[src/rtl/givens_qr_ctrl.sv]
// rtl/givens_qr_ctrl.sv - frame sequencer, tag pipeline, credit flow control and result FIFO for the Givens QR array.
// Optional statistics counters are built when GR_CTRL_STATS_EN is defined.
`ifndef WL
`define WL 8
`endif

module givens_qr_ctrl #(
  parameter int N     = 4,
  parameter int LAT   = 3,
  parameter int DEPTH = 4
) (
  input  logic                 clk,
  input  logic                 rst,
  input  logic                 enable,
  input  logic                 in_valid,
  output logic                 in_ready,
  input  logic [`WL*N*N-1:0]   in_h,
  input  logic [`WL*N-1:0]     in_y,
  output logic [`WL*N*N-1:0]   rot_h_o,
  output logic [`WL*N-1:0]     rot_y_o,
  input  logic [`WL*N*N-1:0]   rot_h_i,
  input  logic [`WL*N-1:0]     rot_y_i,
  output logic                 out_valid,
  input  logic                 out_ready,
  output logic [`WL*N*N-1:0]   out_h,
  output logic [`WL*N-1:0]     out_y,
  output logic                 busy,
  output logic [15:0]          frame_cnt,
  output logic [15:0]          stall_cnt
);

  localparam int HW = `WL*N*N;
  localparam int YW = `WL*N;
  localparam int AW = $clog2(DEPTH);
  localparam int CW = AW + 1;

  typedef enum logic [1:0] {IDLE = 2'd0, RUN = 2'd1, DRAIN = 2'd2} state_t;

  state_t          state_q, state_d;
  logic [LAT:0]    tag_q, tag_d;
  logic [CW-1:0]   credit_q, credit_d;
  logic [CW-1:0]   count_q, count_d;
  logic [AW-1:0]   wr_ptr_q, rd_ptr_q;
  logic [HW-1:0]   mem_h [DEPTH];
  logic [YW-1:0]   mem_y [DEPTH];
  logic            in_fire, pop, capture;

  assign in_ready  = (state_q == RUN) && (credit_q != '0);
  assign out_valid = (count_q != '0);
  assign busy      = (state_q != IDLE);
  assign in_fire   = in_valid && in_ready;
  assign pop       = out_valid && out_ready;
  assign capture   = tag_q[LAT];
  assign out_h     = mem_h[rd_ptr_q];
  assign out_y     = mem_y[rd_ptr_q];

  always_comb begin
    state_d = state_q;
    unique case (state_q)
      IDLE:    if (enable) state_d = RUN;
      RUN:     if (!enable) state_d = DRAIN;
      DRAIN: begin
        if (enable) state_d = RUN;
        else if ((tag_q == '0) && (count_q == '0)) state_d = IDLE;
      end
      default: state_d = IDLE;
    endcase
  end

  // Credit covers FIFO occupancy plus frames still inside the array.
  always_comb begin
    tag_d    = tag_q << 1;
    tag_d[0] = in_fire;
    credit_d = credit_q;
    if (in_fire && !pop)      credit_d = credit_q - CW'(1);
    else if (!in_fire && pop) credit_d = credit_q + CW'(1);
    count_d = count_q;
    if (capture && !pop)      count_d = count_q + CW'(1);
    else if (!capture && pop) count_d = count_q - CW'(1);
  end

  always_ff @(posedge clk or negedge rst) begin
    if (!rst) begin
      state_q  <= IDLE;
      tag_q    <= '0;
      credit_q <= CW'(DEPTH);
      count_q  <= '0;
      wr_ptr_q <= '0;
      rd_ptr_q <= '0;
      rot_h_o  <= '0;
      rot_y_o  <= '0;
    end else begin
      state_q  <= state_d;
      tag_q    <= tag_d;
      credit_q <= credit_d;
      count_q  <= count_d;
      if (capture) wr_ptr_q <= wr_ptr_q + AW'(1);
      if (pop)     rd_ptr_q <= rd_ptr_q + AW'(1);
      if (in_fire) begin
        rot_h_o <= in_h;
        rot_y_o <= in_y;
      end
    end
  end

  always_ff @(posedge clk) begin
    if (capture) begin
      mem_h[wr_ptr_q] <= rot_h_i;
      mem_y[wr_ptr_q] <= rot_y_i;
    end
  end

`ifdef GR_CTRL_STATS_EN
  logic [15:0] frame_cnt_q, stall_cnt_q;

  always_ff @(posedge clk or negedge rst) begin
    if (!rst) begin
      frame_cnt_q <= '0;
      stall_cnt_q <= '0;
    end else begin
      if (pop) frame_cnt_q <= frame_cnt_q + 16'd1;
      if ((state_q == RUN) && in_valid && !in_ready) stall_cnt_q <= stall_cnt_q + 16'd1;
    end
  end

  assign frame_cnt = frame_cnt_q;
  assign stall_cnt = stall_cnt_q;
`else
  assign frame_cnt = 16'd0;
  assign stall_cnt = 16'd0;
`endif

endmodule

[config.mk]
export PLATFORM = sky130hd
export DESIGN_NAME = givens_qr_ctrl
export DESIGN_NICKNAME = d
export VERILOG_FILES = /design/src/rtl/givens_qr_ctrl.sv
export SDC_FILE = /design/constraint.sdc
export NUM_CORES = 1
export LEC_CHECK = 0
export ABC_AREA = 1
export CORE_AREA = 2 2 267 269
export DETAILED_ROUTE_END_ITERATION = 10
export DIE_AREA = 0 0 269 271
export GPL_TIMING_DRIVEN = 0
export MAX_ROUTING_LAYER = met4
export PLACE_DENSITY = 0.69
export REMOVE_ABC_BUFFERS = 1
export SLEW_MARGIN = 25
export SYNTH_ARGS = -nofsm -noshare
export SYNTH_HDL_FRONTEND = slang
export SYNTH_SLANG_ARGS = --single-unit
[constraint.sdc]
create_clock -name clk -period 6.2 [get_ports clk]
set_input_delay 1.24 -clock clk [delete_from_list [all_inputs] [get_ports clk]]
set_output_delay 1.24 -clock clk [all_outputs]
set_load 0.01 [all_outputs]
Yosys cells after proc, flatten, opt, wreduce, memory -nomap -nowiden:

Memories as Yosys holds them, arrays and structs flattened.
Index checks and enable logic that the tools add are counted.

* register bits after elaboration: 176
* RAM bits: 640
* input bits: 325
* output and inout bits: 355
* word-level logic and storage cells: 52
* memories kept: 2

Memory list
* mem_h: depth 4, width 128, rd ports 1, clocked after Yosys merged registers in 0, wr ports 1, line 44 `logic [HW-1:0] mem_h [DEPTH];`
* mem_y: depth 4, width 32, rd ports 1, clocked after Yosys merged registers in 0, wr ports 1, line 45 `logic [YW-1:0] mem_y [DEPTH];`

* add/sub/neg operators: 6
* equality and inequality tests: 5
* mux-type cells: 11
* reduce and logical (&&, ||, !) cells: 20

Operators with widths (count)
* 2-to-1 mux 3 bit: 4
* logical AND 1 bit: 8
* 2-to-1 mux 2 bit: 4
* adder 3 x 1 -> 3 bit, second input constant: 2
* one-hot mux 2 bit (3 select lines): 1
* nonzero test 2 bit: 3
* nonzero test 3 bit: 2
* subtractor 3 x 1 -> 3 bit, second input constant: 2
* adder 2 x 1 -> 2 bit, second input constant: 2
* zero test 4 bit: 1
* inequality test 2 bit, second input constant: 2
* zero test 1 bit: 3
* zero test 3 bit: 1
* inequality test 3 bit, second input constant: 1
* AND reduction 3 bit: 1
* equality test 2 x 1 -> 1 bit, second input constant: 1
* equality test 2 bit, second input constant: 1
* zero test 2 bit: 1
* 2-to-1 mux 1 bit: 2

Longest topological paths before layout:

* depth after elaboration: 7
* mapped depth: 14
* depth with buffers taken out: 12

Worst setup path before layout:

OpenSTA, ideal clock, no wires.

* path kind: register to register
* start: register wr_ptr_q[0]
* end: memory mem_h[2][0] (netlist name) (enable)
* library setup time: 0.513 ns
* data arrival time: 3.770 ns
* data required time: 5.687 ns
* setup slack: 1.917 ns
* stages on the path, launching flop included: 5
* path buffers: 0
* clock period less this slack: 4.283 ns
* cells stage by stage: dfrtp_1 inv_1 ha_1 nand2_1 inv_1

RTL lines
* start, declared: line 43 `logic [AW-1:0] wr_ptr_q, rd_ptr_q;`
* start signal, assigned: line 97 `if (capture) wr_ptr_q <= wr_ptr_q + AW'(1);`
* end, declared: line 44

No word-level cell before the write port.

Final worst setup path:

* start: register rd_ptr_q[0]
* end: output port out_h[10]

* longest elaborated chain between the ends: 1

RTL lines
* start, declared: line 43
* start signal, assigned: line 98 `if (pop) rd_ptr_q <= rd_ptr_q + AW'(1);`
* memory read (4 x 128 bit)
* end, declared: line 25 `` output logic [`WL*N*N-1:0] out_h, ``

Every way passes these cells.

==> results.py <==
metrics = {
    "timing": {
        "max_freq_mhz": 200,
        "finalCriticalPeriod_ns": 4.99,
        "hold_viol_final": 0,
        "slew_headroom_pct": 48.7,
        "setup_tns_ns": 0,
        "setup_viol": 0,
        "rsz0062_at_grt": "false",
        "tightest_slew_ns": 0.769,
        "holdWs_ns": 0.365,
        "clock_skew_ns": 0.0226,
        "drv_slew": 0,
        "post-route-period-util_pct": 80.5,
    },
    "placement": {
        "port_buffers": 647,
        "gp_congestion": 0.851,
        "postPlaceCellArea_um2": 39100,
        "dp_hpwl_um": 57500,
    },
    "logic_synthesis": {
        "yosys_warnings": 0,
        "ys_seq_area_share_pct": 74.9,
        "synth_top_area_share_pct": 60.9,
        "synthCells": 2547,
        "synth.distinct_cells": 28,
        "ys_top_cells_by_area": "edfxtp_1 61%, dfrtp_1 14%, nor2_1 5.8%",
        "syn-cell-area_um2": 31500,
        "yosys.area.top_type": "edfxtp_1",
        "synth-seq-cells": 816,
        "syn-mean-instance-area_um2": 12.4,
    },
    "grt": {
        "antenna_found_initial": 30,
        "grt_use_total_pct": 24.5,
        "grt_max_degree": 201,
        "grt_overflow": 0,
        "grt_pass1_wl_um": 131000,
        "grt_pass1_vias": 21600,
    },
    "final_layout": {
        "final_cell_mix": "645 x clkdlybuf4s50_1, 640 x edfxtp_1, 486 x nor2_1",
        "fin_util_pct": 60.1,
        "drive_above_1_share_pct": 5.02,
        "stdcell_area_um2": 41900,
        "syn_to_final_growth_pct": 32.9,
        "layout_commonest_cell": "clkdlybuf4s50_1",
        "nets": 3466,
    },
    "critical_path": {
        "cp_slowest_cell": "dfrtp_4",
        "path_class": "reg -> out",
        "cp_slowest_stage_delay_ns": 0.71,
        "cp_max_fo": 200,
        "worstPathArrival_ns": 3.75,
        "critPathLaunchType": "register",
        "cp_cell_sequence": "buf_12, inv_16, buf_16, o21ai_0, o21ai_0, clkdlybuf4s50_1",
        "crit_top_cell": "o21ai_0",
        "worstPathRequired_ns": 4.96,
        "cp-end-kind": "output port",
    },
    "pwr": {
        "ir_drop_mv": 0.239,
        "p_leak_uw": 0.0157,
        "p_per_area_nw_per_um2": 270,
    },
    "clock_network": {
        "cts_tree": "yes",
        "htree_levels": 3,
        "post_cts_buffers": 0,
        "clockBufferDepth": 3,
        "clk_latency_ns": 0.63,
        "numCtsBuffers": 85,
        "clock_tree.root_cell": "clkbuf_16",
        "hold_buffers": 0,
        "cts_resized": 0,
        "clkTransAtPathRegs_ns": 0.06,
        "cts.sink_count": 816,
    },
    "floorplan": {
        "core-area_um2": 69800,
        "dieArea_um2": 72900,
        "rows": 97,
        "initial_core_util_pct": 45.2,
        "pin_count": 680,
        "fp.dieW_um": 269,
        "fp.dieH_um": 271,
    },
    "job": {
        "maxCapViolCount": 0,
    },
    "detailed_routing": {
        "vias": 22100,
        "ant_nets": 0,
        "routed_wl_um": 88800,
        "viasPerCell": 5.30,
        "wire_per_inst_um": 21.3,
        "drtIter0Drc": 1736,
        "drt_pass1_iterations": 7,
        "drc": 0,
    },
    "status": {
        "status": "finished, final reports clean",
    },
    "min_path": {
        "min_path_type": "reg -> reg",
    },
}
==> final timing paths <==
| check | slack (ns) | endpoint | startpoint | cells after the start |
|---|---|---|---|---|
| worst max register to register | 2.68 | credit_q[2]$_DFFE_PN1P_ | state_q[0]$_DFFE_PN0P_ | 15 |
| min in group asynchronous | 0.55 | rot_h_o[1]$_DFFE_PN0P_ | rst | 1 |
| max in group asynchronous | 4.58 | rd_ptr_q[0]$_DFFE_PN0P_ | rst | 2 |
| worst max-delay path | 1.21 | out_h[10] | rd_ptr_q[0]$_DFFE_PN0P_ | 6 |
| worst min-delay path | 0.37 | tag_q[1]$_DFF_PN0_ | tag_q[0]$_DFF_PN0_ | 0 |
| worst min register to register | 0.37 | tag_q[1]$_DFF_PN0_ | tag_q[0]$_DFF_PN0_ | 0 |
==> final cells by class <==
| class | instances | area, µm² |
|---|---|---|
| Antenna cell | 28 | 70.1 |
| Clock buffer | 123 | 2350 |
| Clock inverter | 35 | 450 |
| Fill cell | 5330 | 27900 |
| Inverter | 22 | 136 |
| Multi-Input combinational cell | 1532 | 6910 |
| Sequential cell | 816 | 23600 |
| Tap cell | 940 | 1180 |
| Timing Repair Buffer | 676 | 7200 |
==> power by group <==
part | internal, µW | switching [µW] | leakage [µW]
combinational | 201 | 151 | 0.00613
clock | 2990 | 2080 | 0.00136
sequential | 5910 | 1.09 | 0.00820
total | 9100 | 2230 | 0.0157
==> stage by stage <==
stage,setup WS (ns),cells,total power (µW)
2_1_floorplan,-3.95,2370,6050
3_3_place_gp,-12.82,3957,6330
3_5_place_dp,1.71,3986,6370
4_1_cts,0.995,4144,11400
5_1_grt,0.909,4171,11700
6_report,1.21,4172,11300
==> cells in the mapped netlist <==
cell type  number
edfxtp_1      640
nor2_1        486
nand2_1       348
o21ai_0       312
dfrtp_1       175
o21ai_1       170
nand4_1       162
clkbuf_1      100
buf_2          55
buf_4          34
inv_1          20
buf_6          11
buf_1           8
ha_1            6
nand3_1         5
fa_1            2
xnor2_1         2
a21oi_1         1
conb_1          1
dfstp_2         1
inv_2           1
inv_4           1
nand2_2         1
nand3_2         1
nand3b_1        1
nor2_4          1
or2_2           1
xor2_1          1
==> cell families after synthesis <==
logic type	count (synthesis)	share of synthesized area [%]
compound gates	483	7.66
xor+xnor	3	0.0833
fa+ha+maj	8	0.365
buf+inv	230	3.63
flops	816	74.9
other cells	1	0.0119
simple gates	1006	13.3
==> state kept, by name (all words and copies together) (netlist names) <==
| register | flops |
|---|---|
| count_q | 3 |
| credit_q | 3 |
| mem_h | 512 |
| mem_y | 128 |
| rd_ptr_q | 2 |
| rot_h_o | 128 |
| rot_y_o | 32 |
| state_q | 2 |
| tag_q | 4 |
| wr_ptr_q | 2 |
==> layer usage <==
| layer | part of all wire [%] | vias to the layer above | GRT usage (%) |
|---|---|---|---|
| met5 | 0 | - | - |
| met4 | 5.0 | 0 | 12.1 |
| met3 | 9.5 | 174 | 8.26 |
| met2 | 50 | 811 | 39.5 |
| met1 | 36 | 10900 | 27.1 |
| li1 | - | 10200 | - |
==> worst max-delay path: cells and delay by family (launching register included) <==
kind | cells | cell delay (ns)
buffers and inverters | 4 | 1.79
DFF | 1 | 0.71
AOI/OAI and AO/OA | 2 | 0.53
Power figures use the tool's default switching activity.
==> patch 1: new RTL, same settings <==
Set the parameter `N` to 5 (it was 4).
--- a/src/rtl/givens_qr_ctrl.sv
+++ b/src/rtl/givens_qr_ctrl.sv
@@ -5,7 +5,7 @@
 `endif
 
 module givens_qr_ctrl #(
-  parameter int N     = 4,
+  parameter int N     = 5,
   parameter int LAT   = 3,
   parameter int DEPTH = 4
 ) (
Interface: changed (8 resized); port bits go from 680 to 1000. No check against the original RTL was run, so the function may have changed too.
==> patch 1 against the original RTL <==
The flow now stops in I/O pin placement. Area after synthesis rose by 48%. Synthesized cell count rose by 48%.
==> patch 1: results (changes against the original RTL) <==
Synthesis
  • Area contributors post-synth: edfxtp_1, dfrtp_1, o21ai_0 (was edfxtp_1, dfrtp_1, nor2_1)
  • Number of synthesized flops with an enable pin: 960 (was 640)
  • Commonest cells in the netlist: edfxtp_1, nor2_1, o21ai_0 (was edfxtp_1, nor2_1, nand2_1)
  • Async SR Flop Fraction: 0.211 (was 0.216)
  • Synth Area per Inst: 12.4 sq um (about the same)
  • Register area share after synthesis: 0.754 (was 0.749)
  • Ys Warns: 0 (unchanged)
  • FF+latch count, synth: 1216 (was 816)
  • Cells after Synth: 3757 (was 2547)
  • Netlist cell types: 26 (was 28)

Run status
  • Fail Step: I/O pin placement
  • Log Error: [ERROR PPL-0024] Number of IO pins (1000) exceeds maximum number of available positions (972). Increase the die perimeter from 1080.00um to 1360.00um.
  • Status: stopped before the end (was completed)
patch 1: changes by cell type after synthesis, sizes merged:
cell    delta
nor2     +240
o21ai    +240
nand2    +160
buf       +61
edfxtp   +320
dfrtp     +80
clkbuf    +29
nand4     +80
patch 1: logic make-up after synthesis:
kind of cell / Yosys count / share of synthesized area
buffers and inverters: 320 / 0.0320
xor gates and xnor gates: 3 / 0.000563
adders and majority gates: 8 / 0.00246
other: 1 / 0.0000803
DFF: 1216 / 0.754
and+or+nand+nor: 1486 / 0.133
AOI/OAI and AO/OA: 723 / 0.0775
==> patch 2: new RTL, same settings <==
Made on the original files. Encoding of `state_t`: now one-hot (3 bits for 3 states).
--- a/src/rtl/givens_qr_ctrl.sv
+++ b/src/rtl/givens_qr_ctrl.sv
@@ -34,7 +34,7 @@
   localparam int AW = $clog2(DEPTH);
   localparam int CW = AW + 1;
 
-  typedef enum logic [1:0] {IDLE = 2'd0, RUN = 2'd1, DRAIN = 2'd2} state_t;
+  typedef enum logic [2:0] {IDLE = 3'b001, RUN = 3'b010, DRAIN = 3'b100} state_t;
 
   state_t          state_q, state_d;
   logic [LAT:0]    tag_q, tag_d;
Function: same outputs for any inputs over 4 cycles, from zero or initial values and one cycle with rst low; so few cycles prove little.
==> patch 2 against the original RTL <==
Sequential cell count grew 1. Via count fell by 5.5%. Final area fell by 1.8%. Worst hold slack improved by 0.017 ns. Setup slack worse by 0.015 ns. Routed wire length is 3.2% higher. Clock skew grew 0.023 ns. Sequential share of layout area is 1.1 points higher. Area after synthesis shrank 2.8%. Register-to-register slack worse by 0.15 ns. Critical endpoint is now out_y[0].
Power is not compared: it rests on default switching activity, and its combinational part moved more than twofold at a synthesized area within 25%.
==> patch 2: results (changes against the original RTL) <==
Run status
  • Status: completed (unchanged)

Synthesis
  • Async SR Flop Fraction: 0.217 (was 0.216)
  • Area contributors post-synth: edfxtp_1, dfrtp_1, nand2_1 (was edfxtp_1, dfrtp_1, nor2_1)
  • Register area share after synthesis: 0.772 (was 0.749)
  • Netlist cell types: 24 (was 28)
  • Cells after Synth: 2363 (was 2547)
  • Commonest cells in the netlist: edfxtp_1, nand2_1, nor2_1 (was edfxtp_1, nor2_1, nand2_1)

Routing
  • Vias: 20896 (was 22113)
  • Via density: 5.21 (was 5.30)
  • DRT Pass-1 Iters: 5 (was 7)
  • Routed met2 length: 44200 um (was 44000 um)
  • Met3 wire length: 9210 um (was 8400 um)
  • Wl on met1: 32200 um (was 32000 um)
  • Total routed wirelength: 91600 um (was 88800 um)

Placement
  • Routability congestion estimate from global placement: 0.866 (was 0.851)
  • Post-Place Cells: 3832 (was 3986)
  • DP Worst Slack: 1.71 ns (about the same)

Global routing
  • Initial antenna violation count: 25 (was 30)
  • Largest net degree at the start of global routing: 127 (was 201)
  • Total Routing Usage GR: 0.254 (was 0.245)
  • Met1 usage: 0.268 (was 0.271)
  • Grt met2 use: 0.407 (was 0.395)

STA
  • Hold slack final: 0.382 ns (was 0.365 ns)
  • Fin Clk Skew: 0.0456 ns (was 0.0226 ns)

Worst setup path
  • Reg2Reg Setup Slack: 2.53 ns (was 2.68 ns)
  • Critical Path Max Stage Delay: 0.79 ns (was 0.71 ns)
  • CP endpoint: out_y[0] (was out_h[10])
  • Crit path DAT: 3.77 ns (was 3.75 ns)
  • Critical register-to-register path startpoint: state_q[2] (was state_q[0])
  • Reg2Reg Depth: 10 (was 15)
  • Crit Path Max Fanout: 70 (was 200)

Final layout
  • Fraction of layout cells with a size suffix above 1: 0.0555 (was 0.0502)
  • Fin nets: 3311 (was 3466)

Min path
  • Worst Min Path Start: tag_q[1] (was tag_q[0])
==> patch 2: cell count changes after synthesis, sizes merged, moves of 13 or more <==
cell	unedited run	this run
clkbuf	100	87
buf	108	86
nand4	162	1
nor2	487	332
nand2	349	501
o22ai	0	160
o21ai	482	324
==> patch 2: cell type report <==
type,instances,area share
multi-input cells,1377,0.149
well taps,940,0.0286
repair buffers,671,0.173
flip-flops and latches,817,0.574
clock inverters,49,0.0156
inverters,27,0.00374
diodes,24,0.00146
clock buffers,105,0.0549
==> patch 2: cells by family after synthesis <==
family / Yosys count / synth area share
xor+xnor: 6 / 0.00171
compound gates: 487 / 0.0861
flops: 817 / 0.772
simple gates: 844 / 0.104
fa+ha+maj: 8 / 0.00376
other cells: 1 / 0.000122
buf+inv: 200 / 0.0325
==> patch 2: report_power, final <==
part | total [mW] | internal [mW] | switching [mW]
sequential | 7.07 | 6.66 | 0.412
combinational | 7.45 | 3.28 | 4.17
clock | 5.22 | 3.08 | 2.14
total | 19.7 | 13.0 | 6.72
